`src/rtl/npc_mem_pkg.sv`:
```
// ---------------------------------------------------------------------------
// npc_mem_pkg
// Shared widths and enumerations for the memory-port arbiter slice.
//   ADDR_W / DATA_W / INST_W / MASK_W : default bus widths
//   arb_state_t : arbiter transaction state (IDLE -> REQ -> RESP)
//   owner_t     : which requester owns the in-flight transaction
// ---------------------------------------------------------------------------
package npc_mem_pkg;

  localparam int ADDR_W = 64;
  localparam int DATA_W = 64;
  localparam int INST_W = 32;
  localparam int MASK_W = DATA_W / 8;

  typedef enum logic [1:0] {
    IDLE,
    REQ,
    RESP
  } arb_state_t;

  typedef enum logic {
    OWN_IFU,
    OWN_LSU
  } owner_t;

endpackage

```
`src/rtl/mem_rr_arb2.sv`:
```
// ---------------------------------------------------------------------------
// mem_rr_arb2
// Two-way round-robin grant with a last-grant register.
//   clk, rst_n : clock, asynchronous active-low reset
//   req[1:0]   : request vector, bit 0 = IFU, bit 1 = LSU
//   accept     : the current grant was taken this cycle (updates last grant)
//   grant[1:0] : one-hot combinational grant, all-zero when nothing requests
// ---------------------------------------------------------------------------
module mem_rr_arb2
  import npc_mem_pkg::*;
(
  input  logic       clk,
  input  logic       rst_n,
  input  logic [1:0] req,
  input  logic       accept,
  output logic [1:0] grant
);

  owner_t lastGrant_q;
  owner_t lastGrant_d;

  // A lone requester always wins; on a tie the side that did not win
  // last time is preferred, so both sides alternate under contention.
  always_comb begin
    grant = 2'b00;
    unique case (req)
      2'b01:   grant = 2'b01;
      2'b10:   grant = 2'b10;
      2'b11:   grant = (lastGrant_q == OWN_LSU) ? 2'b01 : 2'b10;
      default: grant = 2'b00;
    endcase
  end

  // Only a taken grant moves the round-robin pointer; an offered but
  // unused grant leaves the priority untouched.
  always_comb begin
    lastGrant_d = lastGrant_q;
    if (accept) begin
      lastGrant_d = grant[1] ? OWN_LSU : OWN_IFU;
    end
  end

  // Reset leaves the pointer on the LSU so the first tie goes to the IFU.
  always_ff @(posedge clk or negedge rst_n) begin
    if (!rst_n) begin
      lastGrant_q <= OWN_LSU;
    end else begin
      lastGrant_q <= lastGrant_d;
    end
  end

endmodule

```
`src/rtl/mem_port_arbiter.sv`:
```
// ---------------------------------------------------------------------------
// mem_port_arbiter
// Shares one 64-bit memory port between the IFU and the LSU, one
// transaction at a time (IDLE -> REQ -> RESP).
//   clk, rst_n      : clock, asynchronous active-low reset
//   ifu_req_*       : fetch request (valid/ready/addr)
//   ifu_resp_*      : one-cycle instruction pulse, 32-bit instruction
//   lsu_req_*       : load/store request (valid/ready/addr/wen/wdata/wmask)
//   lsu_resp_*      : one-cycle load-data / store-ack pulse, 64-bit data
//   mem_req_*       : downstream request, held stable until mem_req_ready
//   mem_resp_*      : downstream response (valid/rdata)
// ---------------------------------------------------------------------------
module mem_port_arbiter
  import npc_mem_pkg::*;
#(
  parameter int ADDR_W = npc_mem_pkg::ADDR_W,
  parameter int DATA_W = npc_mem_pkg::DATA_W,
  parameter int INST_W = npc_mem_pkg::INST_W,
  parameter int MASK_W = DATA_W / 8
) (
  input  logic              clk,
  input  logic              rst_n,
  input  logic              ifu_req_valid,
  output logic              ifu_req_ready,
  input  logic [ADDR_W-1:0] ifu_req_addr,
  output logic              ifu_resp_valid,
  output logic [INST_W-1:0] ifu_resp_inst,
  input  logic              lsu_req_valid,
  output logic              lsu_req_ready,
  input  logic [ADDR_W-1:0] lsu_req_addr,
  input  logic              lsu_req_wen,
  input  logic [DATA_W-1:0] lsu_req_wdata,
  input  logic [MASK_W-1:0] lsu_req_wmask,
  output logic              lsu_resp_valid,
  output logic [DATA_W-1:0] lsu_resp_rdata,
  output logic              mem_req_valid,
  input  logic              mem_req_ready,
  output logic [ADDR_W-1:0] mem_req_addr,
  output logic              mem_req_wen,
  output logic [DATA_W-1:0] mem_req_wdata,
  output logic [MASK_W-1:0] mem_req_wmask,
  input  logic              mem_resp_valid,
  input  logic [DATA_W-1:0] mem_resp_rdata
);

  arb_state_t        state_q;
  owner_t            owner_q;
  logic [ADDR_W-1:0] addr_q;
  logic              wen_q;
  logic [DATA_W-1:0] wdata_q;
  logic [MASK_W-1:0] wmask_q;
  logic              ifuRespValid_q;
  logic              lsuRespValid_q;
  logic [INST_W-1:0] inst_q;
  logic [DATA_W-1:0] rdata_q;

  logic [1:0] grant;
  logic       idle;
  logic       ifuHs;
  logic       lsuHs;
  logic       accept;

  assign idle = (state_q == IDLE);

  mem_rr_arb2 u_arb (
    .clk    (clk),
    .rst_n  (rst_n),
    .req    ({lsu_req_valid, ifu_req_valid}),
    .accept (accept),
    .grant  (grant)
  );

  // Readiness is only offered while no transaction is outstanding.
  assign ifu_req_ready = idle & grant[0];
  assign lsu_req_ready = idle & grant[1];
  assign ifuHs         = ifu_req_valid & ifu_req_ready;
  assign lsuHs         = lsu_req_valid & lsu_req_ready;
  assign accept        = ifuHs | lsuHs;

  assign mem_req_valid  = (state_q == REQ);
  assign mem_req_addr   = addr_q;
  assign mem_req_wen    = wen_q;
  assign mem_req_wdata  = wdata_q;
  assign mem_req_wmask  = wmask_q;
  assign ifu_resp_valid = ifuRespValid_q;
  assign ifu_resp_inst  = inst_q;
  assign lsu_resp_valid = lsuRespValid_q;
  assign lsu_resp_rdata = rdata_q;

  // Transaction FSM. The request payload is latched at acceptance so the
  // downstream port sees a stable request regardless of what the requester
  // does afterwards. Each requester keeps its own response register so a
  // response to one side never disturbs the data last shown to the other.
  // Response pulses default low every cycle, giving exactly one-cycle pulses.
  always_ff @(posedge clk or negedge rst_n) begin
    if (!rst_n) begin
      state_q        <= IDLE;
      owner_q        <= OWN_LSU;
      addr_q         <= '0;
      wen_q          <= 1'b0;
      wdata_q        <= '0;
      wmask_q        <= '0;
      ifuRespValid_q <= 1'b0;
      lsuRespValid_q <= 1'b0;
      inst_q         <= '0;
      rdata_q        <= '0;
    end else begin
      ifuRespValid_q <= 1'b0;
      lsuRespValid_q <= 1'b0;
      unique case (state_q)
        IDLE: begin
          if (lsuHs) begin
            state_q <= REQ;
            owner_q <= OWN_LSU;
            addr_q  <= lsu_req_addr;
            wen_q   <= lsu_req_wen;
            wdata_q <= lsu_req_wdata;
            wmask_q <= lsu_req_wmask;
          end else if (ifuHs) begin
            // Fetches are always reads with an empty byte mask.
            state_q <= REQ;
            owner_q <= OWN_IFU;
            addr_q  <= ifu_req_addr;
            wen_q   <= 1'b0;
            wdata_q <= '0;
            wmask_q <= '0;
          end
        end
        REQ: begin
          if (mem_req_ready) begin
            state_q <= RESP;
          end
        end
        RESP: begin
          if (mem_resp_valid) begin
            state_q <= IDLE;
            if (owner_q == OWN_IFU) begin
              // Address bit 2 picks which 32-bit half of the beat holds
              // the instruction.
              ifuRespValid_q <= 1'b1;
              inst_q <= addr_q[2] ? mem_resp_rdata[2*INST_W-1:INST_W]
                                  : mem_resp_rdata[INST_W-1:0];
            end else begin
              lsuRespValid_q <= 1'b1;
              rdata_q        <= mem_resp_rdata;
            end
          end
        end
        default: state_q <= IDLE;
      endcase
    end
  end

endmodule

```
`config.mk`:
```
export PLATFORM = sky130hd
export DESIGN_NAME = mem_port_arbiter
export DESIGN_NICKNAME = d
export VERILOG_FILES = /design/src/rtl/npc_mem_pkg.sv /design/src/rtl/mem_rr_arb2.sv /design/src/rtl/mem_port_arbiter.sv
export SDC_FILE = /design/constraint.sdc
export NUM_CORES = 1
export LEC_CHECK = 0
export CAP_MARGIN = 10
export CELL_PAD_IN_SITES_DETAIL_PLACEMENT = 0
export CELL_PAD_IN_SITES_GLOBAL_PLACEMENT = 1
export CORE_AREA = 2 2 198 200
export CTS_CLUSTER_DIAMETER = 50
export DETAILED_ROUTE_END_ITERATION = 12
export DIE_AREA = 0 0 200 202
export GPL_TIMING_DRIVEN = 0
export PLACE_DENSITY_LB_ADDON = 0.12
export SETUP_SLACK_MARGIN = 0.5
export SLEW_MARGIN = 10
export SYNTH_ARGS = -nofsm -noshare
export SYNTH_HDL_FRONTEND = slang
export SYNTH_HIERARCHICAL = 1
export SYNTH_SLANG_ARGS = --single-unit
```
`constraint.sdc`:
```
create_clock -name clk -period 2.53 [get_ports clk]
set_input_delay 0.506 -clock clk [delete_from_list [all_inputs] [get_ports clk]]
set_output_delay 0.506 -clock clk [all_outputs]
set_load 0.05 [all_outputs]
```
Word level (Yosys, flattened, before mapping):

Index checks and enable logic that the tools add are counted.
Widths: inputs -> output; s select.

* equality and inequality tests: 8
* multiplexer cells: 24
* bitwise operators: 6
* reduce and logical (&&, ||, !) cells: 6

Operators with widths (number)
* $mux 64: 4
* $mux 32: 1
* $mux 8: 2
* $pmux 2 s3: 2
* $mux 1: 10
* $mux 2: 5
* $reduce_and 3->1: 3
* $eq 2x2->1 const B: 3
* $and 1x1->1: 4
* $eq 2x1->1 const B: 2
* $ne 3x1->1 const B: 1
* $logic_not 2->1: 1
* $ne 2x1->1 const B: 1
* $ne 2x2->1 const B: 1
* $reduce_and 2->1: 1
* $reduce_bool 2->1: 1
* $not 1->1: 1
* $or 1x1->1: 1

* register bits after elaboration: 239
* bits of input ports: 271

Depth between registers and ports, before layout:

Gate-level depths: netlist (run 1).

* depth in word-level cells: 7
* mapped depth: 8

Cells and area by module:

Netlist (run 1), hierarchy kept.

By module, submodules not included
* mem_port_arbiter: times used 1, cells each 672, area each 9432.8 µm²
* mem_rr_arb2: times used 1, cells each 5, area each 63.8 µm²

Worst setup path before layout (run 1):

No wires, ideal clock.

* path type: reg2out
* from: register u_arb.lastGrant_q
* to: output port ifu_req_ready
* arrival: 1311 ps
* data required time: 2024 ps
* slack: 713 ps
* cell stages (with the launch flop): 4
* path buffers: 0
* path through: dfstp_2 inv_1 a21boi_0 and2_1

* longest elaborated chain between the ends: 3

Ends and longest elaborated chain
* start: declaration: line mem_rr_arb2.sv:19 `owner_t lastGrant_q;`
* start signal: assignment: line mem_rr_arb2.sv:48 `lastGrant_q <= lastGrant_d;`
* $mux 2: line mem_rr_arb2.sv:29 `2'b11: grant = (lastGrant_q == OWN_LSU) ? 2'b01 : 2'b10;`
* $pmux 2 s3: line mem_rr_arb2.sv:26 `unique case (req)`
* via grant[0]: line mem_port_arbiter.sv:57 `logic [1:0] grant;`
* $and 1x1->1: line mem_port_arbiter.sv:74 `assign ifu_req_ready = idle & grant[0];`
* end: declaration: line mem_port_arbiter.sv:24 `output logic ifu_req_ready,`

The timed path passes the listed nets, and every way through them passes these cells.

Worst setup path in the final report (run 1):

Same ends and word-level chain as after synthesis.

==> impl_metrics.env, run 1 <==
export IMPL_status="finished, final reports clean"
export IMPL_p_leak_nw=7.46
export IMPL_drc_errors=0
export IMPL_port_buffers=508
export IMPL_antenna_found_initial=3
export IMPL_setup_tns_ns=0
export IMPL_insertion_delay_ns=0.54
export IMPL_r2r_slack_ns=0.52
export IMPL_setup_slack_ns=0.439
export IMPL_cts_htree_levels=2
export IMPL_synth_seq_cells=239
export IMPL_power_share_clock_pct=21.3
export IMPL_antenna_left=0
export IMPL_first_pass_iters=4
export IMPL_dp_cells=1705
export IMPL_hpwl_um=27700
export IMPL_grt_pass1_wl_um=54200
export IMPL_gp_congestion=0.779
export IMPL_p_sw_w=0.0124
export IMPL_die_height_um=202
export IMPL_first_global_vias=8335
export IMPL_hold_path_class="in2async"
export IMPL_crit_path_start_kind="register"
export IMPL_share_comb_of_total_power_pct=52.7
export IMPL_vias_per_cell=4.40
export IMPL_rsz0062_at_grt="true"
export IMPL_switching_share_pct=48.2
export IMPL_netlist_instances=677
export IMPL_clk_pin_slew_worst_paths_ns=0.06
export IMPL_seqPwrFrac_pct=26.0
export IMPL_syn_avg_cell_area_um2=14.0
export IMPL_synth_edff_count=0
export IMPL_grt_busiest_layer="met2"
export IMPL_synthTopCellsByArea="dfrtp_1 62%, o221a_2 7.4%, a22o_1 6.8%"
export IMPL_fin_crit_ns=2.09
export IMPL_avgRoutedWirePerCell_um=20.7
export IMPL_area_delta_synth_final_pct=73.3
export IMPL_reg2reg_from="u_arb/lastGrant_q"
export IMPL_synth_top_area_share_pct=62.5
export IMPL_overflow=0
export IMPL_worstMarginPinSlew_ns=0.640
export IMPL_cts_made_buffers=39
export IMPL_yosys_warnings=6
export IMPL_setup_violations=0
export IMPL_timing_rr_end="mem_req_addr[2]"
export IMPL_endpoint_kind="primary output"
export IMPL_synthArstFlopShare_pct=100
export IMPL_vias=7831
export IMPL_drt_iter0_drc=281
export IMPL_die_x_um=200
export IMPL_finalCritPeriodShare_pct=82.7
export IMPL_power_density_mw_per_mm2=1560
export IMPL_drt_wl_total_um=36900
export IMPL_finish_instance_area_mm2=0.0165
export IMPL_grt_start_max_net_pins=102
export IMPL_crit_type="reg2out"
export IMPL_ctsLongestPathBuffers=3
export IMPL_rr_worst_depth=9
export IMPL_syn_nets=948
export IMPL_ys_flop_type="dfrtp_1"
export IMPL_io_pins=509
export IMPL_layout_common_cells="267 x clkdlybuf4s50_1, 235 x dfrtp_1, 225 x dlygate4sd2_1"
export IMPL_instances_no_fill=1781
export IMPL_maxSlewViolCount=0
export IMPL_cts_root_buf="clkbuf_16"
export IMPL_max_clock_freq_mhz=478
export IMPL_dp_worst_setup_slack_ns=-0.429
export IMPL_fin_total_pwr_w=0.0257
export IMPL_grt_use_total_pct=18.0
export IMPL_cts_tree="built"
export IMPL_slew_headroom_pct=57.3
export IMPL_drive_gt1_share_pct=20.1
export IMPL_required_ns=2.02
export IMPL_clock_sinks=239
export IMPL_use_met3_pct=7.26
export IMPL_met1_usage_pct=21.2
export IMPL_design_die_area_mm2=0.0404
export IMPL_hold_viol=0
export IMPL_synth_cell_area_mm2=0.00950
export IMPL_place_area_mm2=0.0153
export IMPL_core_mm2=0.0383
export IMPL_met2_usage_pct=29.6
export IMPL_cp_max_fo=3
export IMPL_arrival_ns=1.59
export IMPL_final_common_cell="clkdlybuf4s50_1"
export IMPL_ys_types=27
export IMPL_finalClockSkew_ns=0.0209
export IMPL_irDropWorstVdd_mv=0.605
export IMPL_start_util_pct=24.8
export IMPL_p_int_w=0.0133
export IMPL_synth_top_area_cell="dfrtp_1"
export IMPL_maxCapViolCount=0
export IMPL_fp_row_count=72
export IMPL_final_nets=1503
export IMPL_ys_seq_area_share_pct=63.0
-- how the worst max path moves through the flow --
stage          depth (start not counted)               from               end  slack [ns]
6_report                               4  u_arb/lastGrant_q     ifu_req_ready        0.44
2_1_floorplan                          3  u_arb/lastGrant_q     ifu_req_ready        0.71
4_1_cts                                4  u_arb/lastGrant_q     ifu_req_ready        0.26
3_3_place_gp                           1              rst_n  mem_req_wdata[9]      -10.42
3_5_place_dp                           4      ifu_req_valid     ifu_req_ready       -0.43
5_1_grt                                4  u_arb/lastGrant_q     ifu_req_ready        0.38
-- stage by stage --
step	utilization [%]	hold WS [ns]
after floorplan	-	0.210
after global placement	39.8	0.474
after detailed placement	39.9	0.435
after CTS	42.8	0.441
after global routing	43.0	0.477
final	43.0	0.468
-- cells by family after synthesis --
group	after synthesis	share of synthesized area [%]
buf+inv	58	3.00
mux	97	11.1
simple gates	108	6.39
compound gates	175	16.5
flops	239	63.0
-- repair_timing --
action / CTS / global route
pin swaps: 0 / 2
hold buffers: 1 / 0
endpoints found under the hold margin: 40 / 0
buffers inserted: 2 / 1
resized for setup: 272 / 22
endpoints found under the setup margin: 336 / 122
-- worst max-delay path: stages, from the launching register on --
cell and delay, ns:
dfstp_2 0.55, inv_2 0.04, a21boi_2 0.16, and2_4 0.18, buf_12 0.13
-- cells in the mapped netlist, types with 2 or more instances --
library cell / n
o21ai_0: 2
inv_1: 3
dfrtp_1: 237
nand2b_1: 66
nor2_1: 33
clkbuf_1: 12
mux2i_1: 32
and4bb_2: 2
buf_2: 39
buf_6: 2
o221a_1: 2
and2_1: 2
mux2_2: 54
a21oi_1: 32
o221a_2: 62
mux2_1: 10
dfstp_2: 2
a22o_1: 74
nand2_1: 3
-- routing by layer --
| metal | wire (µm) | part of all wire (%) |
|---|---|---|
| met5 | 27 | 0.073 |
| met4 | 1010 | 2.7 |
| met3 | 3760 | 10 |
| met2 | 17600 | 48 |
| met1 | 14400 | 39 |
-- registers in the layout (all words and copies together), names as in the netlist, 2 cells and up --
| register | count |
|---|---|
| mem_req_wdata | 64 |
| state_q | 2 |
| ifu_resp_inst | 32 |
| mem_req_wmask | 8 |
| mem_req_addr | 64 |
| lsu_resp_rdata | 64 |
-- area by class of cell --
| type | count | area [µm²] |
|---|---|---|
| diodes | 2 | 5.00 |
| plain buffers | 54 | 288 |
| clock buffers | 47 | 1110 |
| clock inverters | 23 | 235 |
| fillers | 3743 | 21800 |
| inverters | 4 | 15.0 |
| multi-input cells | 380 | 3250 |
| flip-flops and latches | 239 | 5990 |
| well taps | 518 | 648 |
| repair buffers | 514 | 4920 |
-- power by group through the flow --
| stage | logic [W] | registers [W] | clock network (W) |
|---|---|---|---|
| CTS | 0.0137 | 0.00668 | 0.00565 |
| global route | 0.0142 | 0.00693 | 0.00582 |
| finish | 0.0135 | 0.00667 | 0.00547 |
| detailed placement | 0.0149 | 0.00674 | 0 |
| floorplan | 0.00293 | 0.0131 | 0 |
| global placement | 0.0148 | 0.00676 | 0 |
Power figures use the tool's default switching activity.
==> inputs of run 2 (changes only) <==
- clock period: 2.53 -> 2.1 ns (I/O delays scaled with it)
==> run 2 against run 1 <==
Effect of this change: sequential share of layout area increased by 0.21 points; via count increased by 0.96%; combinational power increased by 23%; critical endpoint unchanged; highest routed layer unchanged; worst hold slack improved by 0.012 ns; routed wire length increased by 1.7%.
==> impl_metrics.env, run 2 (synthesis gave the netlist of run 1 again) <==
export IMPL_status="finished, final reports clean"
export IMPL_final_nets=1521
export IMPL_first_pass_iters=4
export IMPL_die_x_um=200
export IMPL_finalCritPeriodShare_pct=96.1
export IMPL_grt_pass1_wl_um=53800
export IMPL_drt_iter0_drc=257
export IMPL_setup_slack_ns=0.0821
export IMPL_p_sw_w=0.0149
export IMPL_fillers=3728
export IMPL_irDropWorstVdd_mv=0.684
export IMPL_vias_per_cell=4.40
export IMPL_endpoint_kind="primary output"
export IMPL_final_common_cell="clkdlybuf4s50_1"
export IMPL_ctsLongestPathBuffers=3
export IMPL_vias=7906
export IMPL_hold_path_class="reg2reg"
export IMPL_start_util_pct=24.8
export IMPL_clock_sinks=239
export IMPL_switching_share_pct=48.0
export IMPL_antenna_found_initial=3
export IMPL_cts_made_buffers=35
export IMPL_layout_common_cells="268 x clkdlybuf4s50_1, 235 x dfrtp_1, 188 x buf_2"
export IMPL_seqPwrFrac_pct=25.9
export IMPL_drt_wl_total_um=37500
export IMPL_fin_crit_ns=2.02
export IMPL_io_pins=509
export IMPL_cp_max_fo=4
export IMPL_maxSlewViolCount=0
export IMPL_crit_type="in2out"
export IMPL_rsz0062_at_grt="true"
export IMPL_port_buffers=508
export IMPL_arrival_ns=1.60
export IMPL_slew_headroom_pct=56.0
export IMPL_crit_path_start_kind="primary input"
export IMPL_timing_rr_end="mem_req_addr[2]"
export IMPL_p_int_w=0.0162
export IMPL_reg2reg_from="u_arb/lastGrant_q"
export IMPL_power_density_mw_per_mm2=1900
export IMPL_grt_use_total_pct=17.8
export IMPL_rr_worst_depth=8
export IMPL_area_delta_synth_final_pct=72.3
export IMPL_first_global_vias=8379
export IMPL_finalClockSkew_ns=0.0131
export IMPL_hold_depth=1
export IMPL_overflow=0
export IMPL_hold_viol=0
export IMPL_worstMarginPinSlew_ns=0.659
export IMPL_cts_tree="built"
export IMPL_power_share_clock_pct=20.5
export IMPL_setup_tns_ns=0
export IMPL_dp_worst_setup_slack_ns=-0.595
export IMPL_drc_errors=0
export IMPL_clk_pin_slew_worst_paths_ns=0.05
export IMPL_insertion_delay_ns=0.51
export IMPL_place_area_mm2=0.0153
export IMPL_r2r_slack_ns=0.25
export IMPL_antenna_left=0
export IMPL_hpwl_um=27900
export IMPL_avgRoutedWirePerCell_um=20.8
export IMPL_drive_gt1_share_pct=35.7
export IMPL_fp_row_count=72
export IMPL_fin_util_pct=42.7
export IMPL_gp_congestion=0.752
export IMPL_cts_root_buf="clkbuf_16"
export IMPL_maxCapViolCount=0
export IMPL_cts_htree_levels=2
export IMPL_design_die_area_mm2=0.0404
export IMPL_die_height_um=202
export IMPL_min_from="lsu_resp_rdata[55]"
export IMPL_grt_start_max_net_pins=93
export IMPL_required_ns=1.68
export IMPL_min_to="lsu_resp_rdata[55]"
export IMPL_setup_violations=0
export IMPL_p_leak_nw=7.47
export IMPL_core_mm2=0.0383
export IMPL_max_clock_freq_mhz=496
export IMPL_share_comb_of_total_power_pct=53.6
export IMPL_finish_instance_area_mm2=0.0164
-- run 2: worst max-delay path: stages --
cell	delay, ns
clkdlybuf4s50_1	0.62
a21boi_4	0.25
and2_4	0.17
buf_12	0.13
-- run 2: per-layer routing --
layer  global-route usage (%)  share of wire [%]
met2                     29.5                 49
met4                     5.26                2.7
met5                        0              0.021
met1                     21.0                 39
met3                     7.26                9.8
-- run 2: how the worst max path moves through the flow --
stage / slack (ns) / cells after the start / endpoint / startpoint
after floorplan: 0.49 / 7 / mem_req_addr[16] / ifu_req_valid
after CTS: 0.05 / 4 / ifu_req_ready / u_arb/lastGrant_q
after global routing: 0.04 / 4 / ifu_req_ready / u_arb/lastGrant_q
final: 0.08 / 4 / ifu_req_ready / ifu_req_valid
after global placement: -10.82 / 1 / mem_req_wdata[12] / rst_n
after detailed placement: -0.60 / 4 / lsu_req_ready / lsu_req_valid
-- run 2: final cells by class --
type	instances	area, µm²	share of cell area, %
well taps	518	648	3.96
clock inverters	20	283	1.73
plain buffers	54	513	3.14
clock buffers	43	988	6.04
inverters	4	15.0	0.0918
multi-input cells	380	3280	20.1
repair buffers	536	4630	28.3
flip-flops and latches	239	5990	36.6
diodes	4	10.0	0.0612
-- run 2: power groups by stage --
stage	sequential (W)	combinational [W]	clock (W)
floorplan	0.0158	0.00359	0
detailed placement	0.00810	0.0180	0
CTS	0.00804	0.0163	0.00657
global placement	0.00813	0.0180	0
global route	0.00836	0.0174	0.00678
finish	0.00805	0.0166	0.00638
-- run 2: per-stage QoR --
stage	hold WS [ns]	total power, W	std cells
after floorplan	0.124	0.0194	677
after global placement	0.473	0.0261	1703
after CTS	0.472	0.0309	1773
after detailed placement	0.456	0.0261	1705
final	0.480	0.0311	1798
after global routing	0.491	0.0326	1795
-- run 2: timing repair --
action / in CTS / in global routing
cloned: 0 / 10
hold buffers: 1 / 0
gates resized for setup: 988 / 98
hold endpoints to repair: 77 / 0
pin swaps: 2 / 46
setup endpoints to repair: 437 / 342
setup buffers: 4 / 11
